`config.mk`:
```
export PLATFORM = sky130hd
export DESIGN_NAME = apb_master_bridge
export DESIGN_NICKNAME = d
export VERILOG_FILES = /design/src/rtl/apb_master_bridge.sv
export SDC_FILE = /design/constraint.sdc
export NUM_CORES = 1
export LEC_CHECK = 0
export CAP_MARGIN = 20
export CORE_UTILIZATION = 44
export DETAILED_ROUTE_END_ITERATION = 10
export MAX_ROUTING_LAYER = met4
export PLACE_DENSITY = 0.82
export SYNTH_ARGS = -nofsm -noshare
export SYNTH_HDL_FRONTEND = slang
export SYNTH_SLANG_ARGS = --single-unit
```
`constraint.sdc`:
```
create_clock -name clock -period 5.8 [get_ports clock]
set_clock_uncertainty 0.05 [all_clocks]
set_input_delay 1.16 -clock clock [delete_from_list [all_inputs] [get_ports clock]]
set_output_delay 1.16 -clock clock [all_outputs]
set_load 0.1 [all_outputs]
```
`src/rtl/apb_master_bridge.sv`:
```
// apb_master_bridge
// Turns a single-beat request/response interface into APB4 master transfers.
// Only one transfer is in flight at a time. Every transfer walks
// IDLE -> SETUP -> ACCESS (held while the slave inserts wait states) -> RESP.
//
// Handshakes: a transfer happens on a rising clock edge where valid and ready
// are both high. The sender holds valid and the payload steady until then.
// The bridge drives req_ready high only in IDLE. It drives resp_valid in RESP
// and keeps resp_rdata/resp_err stable there until resp_ready is seen.
//
// Ports
//   clock, reset             single rising-edge clock, async active-high reset
//   req_valid / req_ready    request handshake
//   req_addr, req_write, req_wdata, req_wstrb, req_prot   request payload
//   resp_valid / resp_ready  response handshake
//   resp_rdata, resp_err     response payload
//   out_p*                   APB4 master bus (paddr/psel/penable/pprot/pwrite/
//                            pwdata/pstrb out; pready/prdata/pslverr in)
//   state_dbg                current FSM state (IDLE=0 SETUP=1 ACCESS=2 RESP=3)
module apb_master_bridge #(
  parameter int TIMEOUT = 256
) (
  input  logic        clock,
  input  logic        reset,
  input  logic        req_valid,
  output logic        req_ready,
  input  logic [31:0] req_addr,
  input  logic        req_write,
  input  logic [31:0] req_wdata,
  input  logic [3:0]  req_wstrb,
  input  logic [2:0]  req_prot,
  output logic        resp_valid,
  input  logic        resp_ready,
  output logic [31:0] resp_rdata,
  output logic        resp_err,
  output logic [31:0] out_paddr,
  output logic        out_psel,
  output logic        out_penable,
  output logic [2:0]  out_pprot,
  output logic        out_pwrite,
  output logic [31:0] out_pwdata,
  output logic [3:0]  out_pstrb,
  input  logic        out_pready,
  input  logic [31:0] out_prdata,
  input  logic        out_pslverr,
  output logic [1:0]  state_dbg
);

  typedef enum logic [1:0] {
    IDLE   = 2'd0,
    SETUP  = 2'd1,
    ACCESS = 2'd2,
    RESP   = 2'd3
  } state_t;

  // The wait counter is 16 bits, so very large timeouts saturate at 65536.
  localparam int          TLIM  = (TIMEOUT > 65536) ? 65536 : ((TIMEOUT < 0) ? 0 : TIMEOUT);
  localparam bit          TO_EN = (TLIM != 0);
  localparam logic [15:0] TLAST = TO_EN ? 16'(TLIM - 1) : 16'd0;

  state_t      state;
  state_t      state_nxt;
  logic [15:0] wait_cnt;
  logic        accept;
  logic        done;
  logic        expire;

  assign accept = (state == IDLE) && req_valid && req_ready;
  assign done   = (state == ACCESS) && out_pready;
  // A slave that answers in the last allowed cycle still completes normally.
  assign expire = (state == ACCESS) && !out_pready && TO_EN && (wait_cnt == TLAST);

  always_comb begin
    state_nxt = state;
    case (state)
      IDLE:    if (accept) state_nxt = SETUP;
      SETUP:   state_nxt = ACCESS;
      ACCESS:  if (done || expire) state_nxt = RESP;
      RESP:    if (resp_ready) state_nxt = IDLE;
      default: state_nxt = IDLE;
    endcase
  end

  always_ff @(posedge clock or posedge reset) begin
    if (reset) state <= IDLE;
    else       state <= state_nxt;
  end

  // Registered so it reads 0 during reset and rises on the first edge after
  // release; otherwise it tracks "state is IDLE" exactly.
  always_ff @(posedge clock or posedge reset) begin
    if (reset) req_ready <= 1'b0;
    else       req_ready <= (state_nxt == IDLE);
  end

  // Bus payload is captured once at accept and held until the next accept.
  always_ff @(posedge clock or posedge reset) begin
    if (reset) begin
      out_paddr  <= 32'd0;
      out_pwrite <= 1'b0;
      out_pprot  <= 3'd0;
      out_pwdata <= 32'd0;
      out_pstrb  <= 4'd0;
    end else if (accept) begin
      out_paddr  <= req_addr;
      out_pwrite <= req_write;
      out_pprot  <= req_prot;
      out_pwdata <= req_wdata;
      out_pstrb  <= req_write ? req_wstrb : 4'd0;
    end
  end

  // Cleared in SETUP so it starts from zero on the first ACCESS cycle.
  always_ff @(posedge clock or posedge reset) begin
    if (reset)                               wait_cnt <= 16'd0;
    else if (state == SETUP)                 wait_cnt <= 16'd0;
    else if ((state == ACCESS) && !out_pready) wait_cnt <= wait_cnt + 16'd1;
  end

  // The slave's prdata/pslverr are sampled only in the completing ACCESS cycle.
  always_ff @(posedge clock or posedge reset) begin
    if (reset) begin
      resp_rdata <= 32'd0;
      resp_err   <= 1'b0;
    end else if (done) begin
      resp_rdata <= out_pwrite ? 32'd0 : out_prdata;
      resp_err   <= out_pslverr;
    end else if (expire) begin
      resp_rdata <= 32'd0;
      resp_err   <= 1'b1;
    end
  end

  assign out_psel    = (state == SETUP) || (state == ACCESS);
  assign out_penable = (state == ACCESS);
  assign resp_valid  = (state == RESP);
  assign state_dbg   = state;

endmodule

```
; Word level (Yosys, flattened, before mapping)
; Index checks and enable logic that the tools add are counted.
[op_classes]
mux = 12
n_eq_ne = 4
n_addsub = 1
reduce_logical = 12
[ops]
columns = operator, n
row1 = 2-to-1 mux 32 bit, 3
row2 = 2-to-1 mux 16 bit, 2
row3 = adder 16 x 1 -> 16 bit (second input constant), 1
row4 = == test 16 x 8 -> 1 bit (second input constant), 1
row5 = case mux 2 bit (4 select lines), 1
row6 = 2-to-1 mux 2 bit, 3
row7 = logical AND 1 bit, 5
row8 = == test 2 bit (second input constant), 2
row9 = zero test 2 bit, 2
row10 = 2-to-1 mux 4 bit, 1
row11 = nonzero test 2 bit, 2
row12 = == test 2 x 1 -> 1 bit (second input constant), 1
row13 = logical OR 1 bit, 2
row14 = 2-to-1 mux 1 bit, 2
row15 = zero test 1 bit, 1
[totals]
register_bits = 124
input_bits = 110
wordCells = 39
output_inout_bits = 111

; Depth between registers and ports, before layout
[depth]
ltp_word = 7
mapped_depth = 7
mapped_depth_nobuf = 6

; Worst setup path after synthesis
; No wires, ideal clock.
[synth_timing]
path_kind = register -> output
from = register state[0] (netlist: state_dbg[0])
to = output out_psel
t_required_ns = 4.590
path_buffers = 0
arrival_ns = 2.077
path_stages_with_launch = 3
slack_ns = 2.513
path_cell_list = dfrtp_1 inv_1 ha_1
[synth_between]
elab_chain_len = 2
word_cells_on_any_way = 3
classes_between = eq/ne (2) / reduce/logical (1)
[synth_rtl]
columns = item, line
row1 = "start, declared", 61  ; state_t state;
row2 = "start signal, assigned", 86  ; else state <= state_nxt;
row3 = == test 2 x 1 -> 1 bit or == test 2 bit (tied branches), 134  ; assign out_psel = (state == SETUP) || (state == ACCESS);
row4 = logical OR 1 bit (*), 134
row5 = "end, declared", 37  ; output logic out_psel,
; Every way passes the cells marked *; elsewhere a longest branch is shown, timed or not.

; Final worst setup path
[layout_timing]
from = register state[0] (netlist: state_dbg[0])
to = output out_penable
[layout_between]
elab_chain_len = 1
[layout_rtl]
columns = item, line
row1 = == test 2 bit, 135  ; assign out_penable = (state == ACCESS);
row2 = "end, declared", 38  ; output logic out_penable,
; Every way passes these cells.

==> qor.yml <==
setup_path:
  crit_required_ns: 4.59
  reg2reg_depth: 7
  critical_path_arrival_ns: 2.72
  cp_cell_sequence: "inv_1 -> ha_1 -> buf_4 -> clkdlybuf4s50_1"
  endpoint_kind: "primary output"
  ff2ff_setup_slack_ns: 3.44
  cp-startpoint: "state_dbg[0]"
  crit_type: "flip-flop to primary output"
  crit_end: "out_penable"
  timing.rr.end: "wait_cnt[15]"
  crit_buf_inv: 3
  cp_slowest_cell: "clkdlybuf4s50_1"
  r2r-start: "state_dbg[0]"
  cp_top_family: "buffers and inverters"
  cp_max_fo: 42
  cpPeakStageDelay_ns: 1.22
  startpoint_type: "flip-flop"
  crit_cells: 4
flow_run:
  cap_violations: 0
placed_design:
  dp_hpwl_mm: 9.737
  port_buffers: 220
  place_congestion: 0.7918
  place_ws_ns: 2.279
  dp_cells: 813
cts:
  ctsHoldBuffers: 0
  cts_buffers: 17
  cts-root-buf: "clkbuf_16"
  cts.clk_slew.worst_paths_ns: 0.05
  clockBufferDepth: 2
  cts_setup_buffers: 0
  ctsResizeCount: 0
  clock_latency_ns: 0.41
  cts_tree: "built"
  htreeDepth: 4
  cts.sinks: 124
timing:
  tns_ns: 0
  setup_viol: 0
  rsz0062_at_grt: "no"
  period_needed_ns: 3.932
  worst_slew_pin_slew_ns: 1.040
  clock.fmax_mhz: 254.3
  min_period_over_period: 0.6780
  hold_viol_final: 0
  worst_slack_ns: 1.868
  maxSlewHeadroom: 0.3048
  maxSlewViolCount: 0
logic_synthesis:
  yosysTopAreaCellShare: 0.5652
  synth-simple-area-share: 0.1433
  synth_mux_area_frac: 0.1413
  synth-seq-area-share: 0.5652
  synth_warnings: 0
  yosys-top-cells-area: "dfrtp_1 (57%), mux2_2 (14%), a21oi_1 (3.1%)"
  synth-async-reset-ratio: 1.000
  yosysMostFrequentCell: "dfrtp_1"
  synth_edf_count: 0
  synth_ff_type: "dfrtp_1"
  synth-xor-area-share: 0.02074
  synthDistinctLibCells: 43
  synthesis.area_sq_um: 5490
  synth-compound-area-share: 0.08341
  avgSynthCellArea_sq_um: 12.28
  syn-num-nets: 563
  synth_top_cells_by_count: "dfrtp_1 (124), mux2_2 (68), a21oi_1 (34)"
  ys_seq_elements: 124
  synth_area_leader_cell: "dfrtp_1"
  syn_inst: 447
  synthAdderAreaFrac: 0.01367
  synth_top_family_by_area: "simple AND/OR/NAND/NOR gates"
floorplanning:
  die_area_sq_um: 12930
  die_h_um: 113.7
  start_util: 0.4533
  core_sq_um: 12110
  die_x_um: 113.7
  io_pins: 221
  num_rows: 40
routing:
  avgViaCountPerCell: 4.980
  dr.pass1.iters: 4
  vias: 4208
  antenna_left: 0
  drtIter0Drc: 202
  post-route-drc-count: 0
  post_drt_wl_per_cell_um: 16.59
  routed_wl_mm: 14.02
final_layout:
  nFillCells: 886
  finalNonFillerCells: 845
  diodes: 0
  syn_to_final_growth_pct: 54.26
  final_util: 0.6993
  nets: 781
  drive_gt1_frac: 0.1846
global_route:
  grt_pass1_wl_mm: 22.40
  first_global_vias: 4567
  track_usage: 0.2346
  antenna_found_initial: 0
  grt_overflow: 0
  grt_max_degree: 79
worst_hold_path:
  hold_path_class: "flip-flop to flip-flop"
status:
  run_status: "completed"
## how the worst min path moves through the flow
stage | slack [ns] | cells after the start | to | start
after CTS | 0.44 | 2 | out_pstrb[3] | out_pstrb[3]
after detailed placement | 0.43 | 2 | out_pstrb[3] | out_pstrb[3]
after floorplan | 0.46 | 2 | wait_cnt[1] | wait_cnt[1]
after global placement | 0.42 | 2 | out_pstrb[3] | out_pstrb[3]
final | 0.44 | 2 | out_pstrb[3] | out_pstrb[3]
after global routing | 0.45 | 2 | out_pstrb[1] | out_pstrb[1]
## worst register-to-register path, cell delays in order, from the launching register on
cell and delay (ns):
dfrtp_1 0.42, inv_1 0.14, ha_1 0.16, buf_4 0.36, and4b_2 0.39, nand4_2 0.18
or3_1 0.41, a21oi_1 0.16
## registers in the layout, indices dropped and copies added, names as in the netlist
register and flops:
out_paddr 32, out_pprot 3, out_pstrb 4, out_pwdata 32
out_pwrite 1, req_ready 1, resp_err 1, resp_rdata 32
state_dbg 2, wait_cnt 16
## placed cells by master, fill, tap and decap left out, drive strengths merged, types with 7 or more instances in the layout
cell type and n:
clkdlybuf4s50 220, xor2 7, nor2b 24, nand2b 22
mux2 68, nand4 7, o21ai 40, dfrtp 124
or2b 10, a21oi 34, and2b 10, nor2 17
nand2 12, clkbuf 26
## routing by layer
metal  vias up  routed length (um)  GRT usage
met1      2065                5942     0.2818
met2       154                6879     0.3687
met3        20                 924    0.06801
li1       1969                   -          -
met4         0                 275     0.1026
met5         -                   0          -
## per-stage QoR
step / hold WS [ns] / cell area [sq um]
2_1_floorplan: 0.4551 / 5490
3_3_place_gp: 0.4193 / 7791
3_5_place_dp: 0.4282 / 7819
4_1_cts: 0.4401 / 8442
5_1_grt: 0.4541 / 8469
6_report: 0.4383 / 8469
## final cells by class
| type | count | area (sq um) | area share |
|---|---|---|---|
| Multi-Input combinational cell | 291 | 2225 | 0.2627 |
| Sequential cell | 124 | 3103 | 0.3664 |
| Inverter | 5 | 21.27 | 0.002511 |
| Clock inverter | 5 | 103.9 | 0.01226 |
| Tap cell | 168 | 210.2 | 0.02482 |
| Timing Repair Buffer | 226 | 2287 | 0.2701 |
| Clock buffer | 26 | 519.2 | 0.06131 |
## cells by family after synthesis
logic type | after synthesis
buf+inv | 32
fa+ha+maj | 6
flops | 124
xor+xnor | 13
compound gates | 80
mux | 69
simple gates | 123
Power is left out: the tool's default activity adds up to more than one toggle a clock period on the data nets, which glitch-free logic cannot reach.
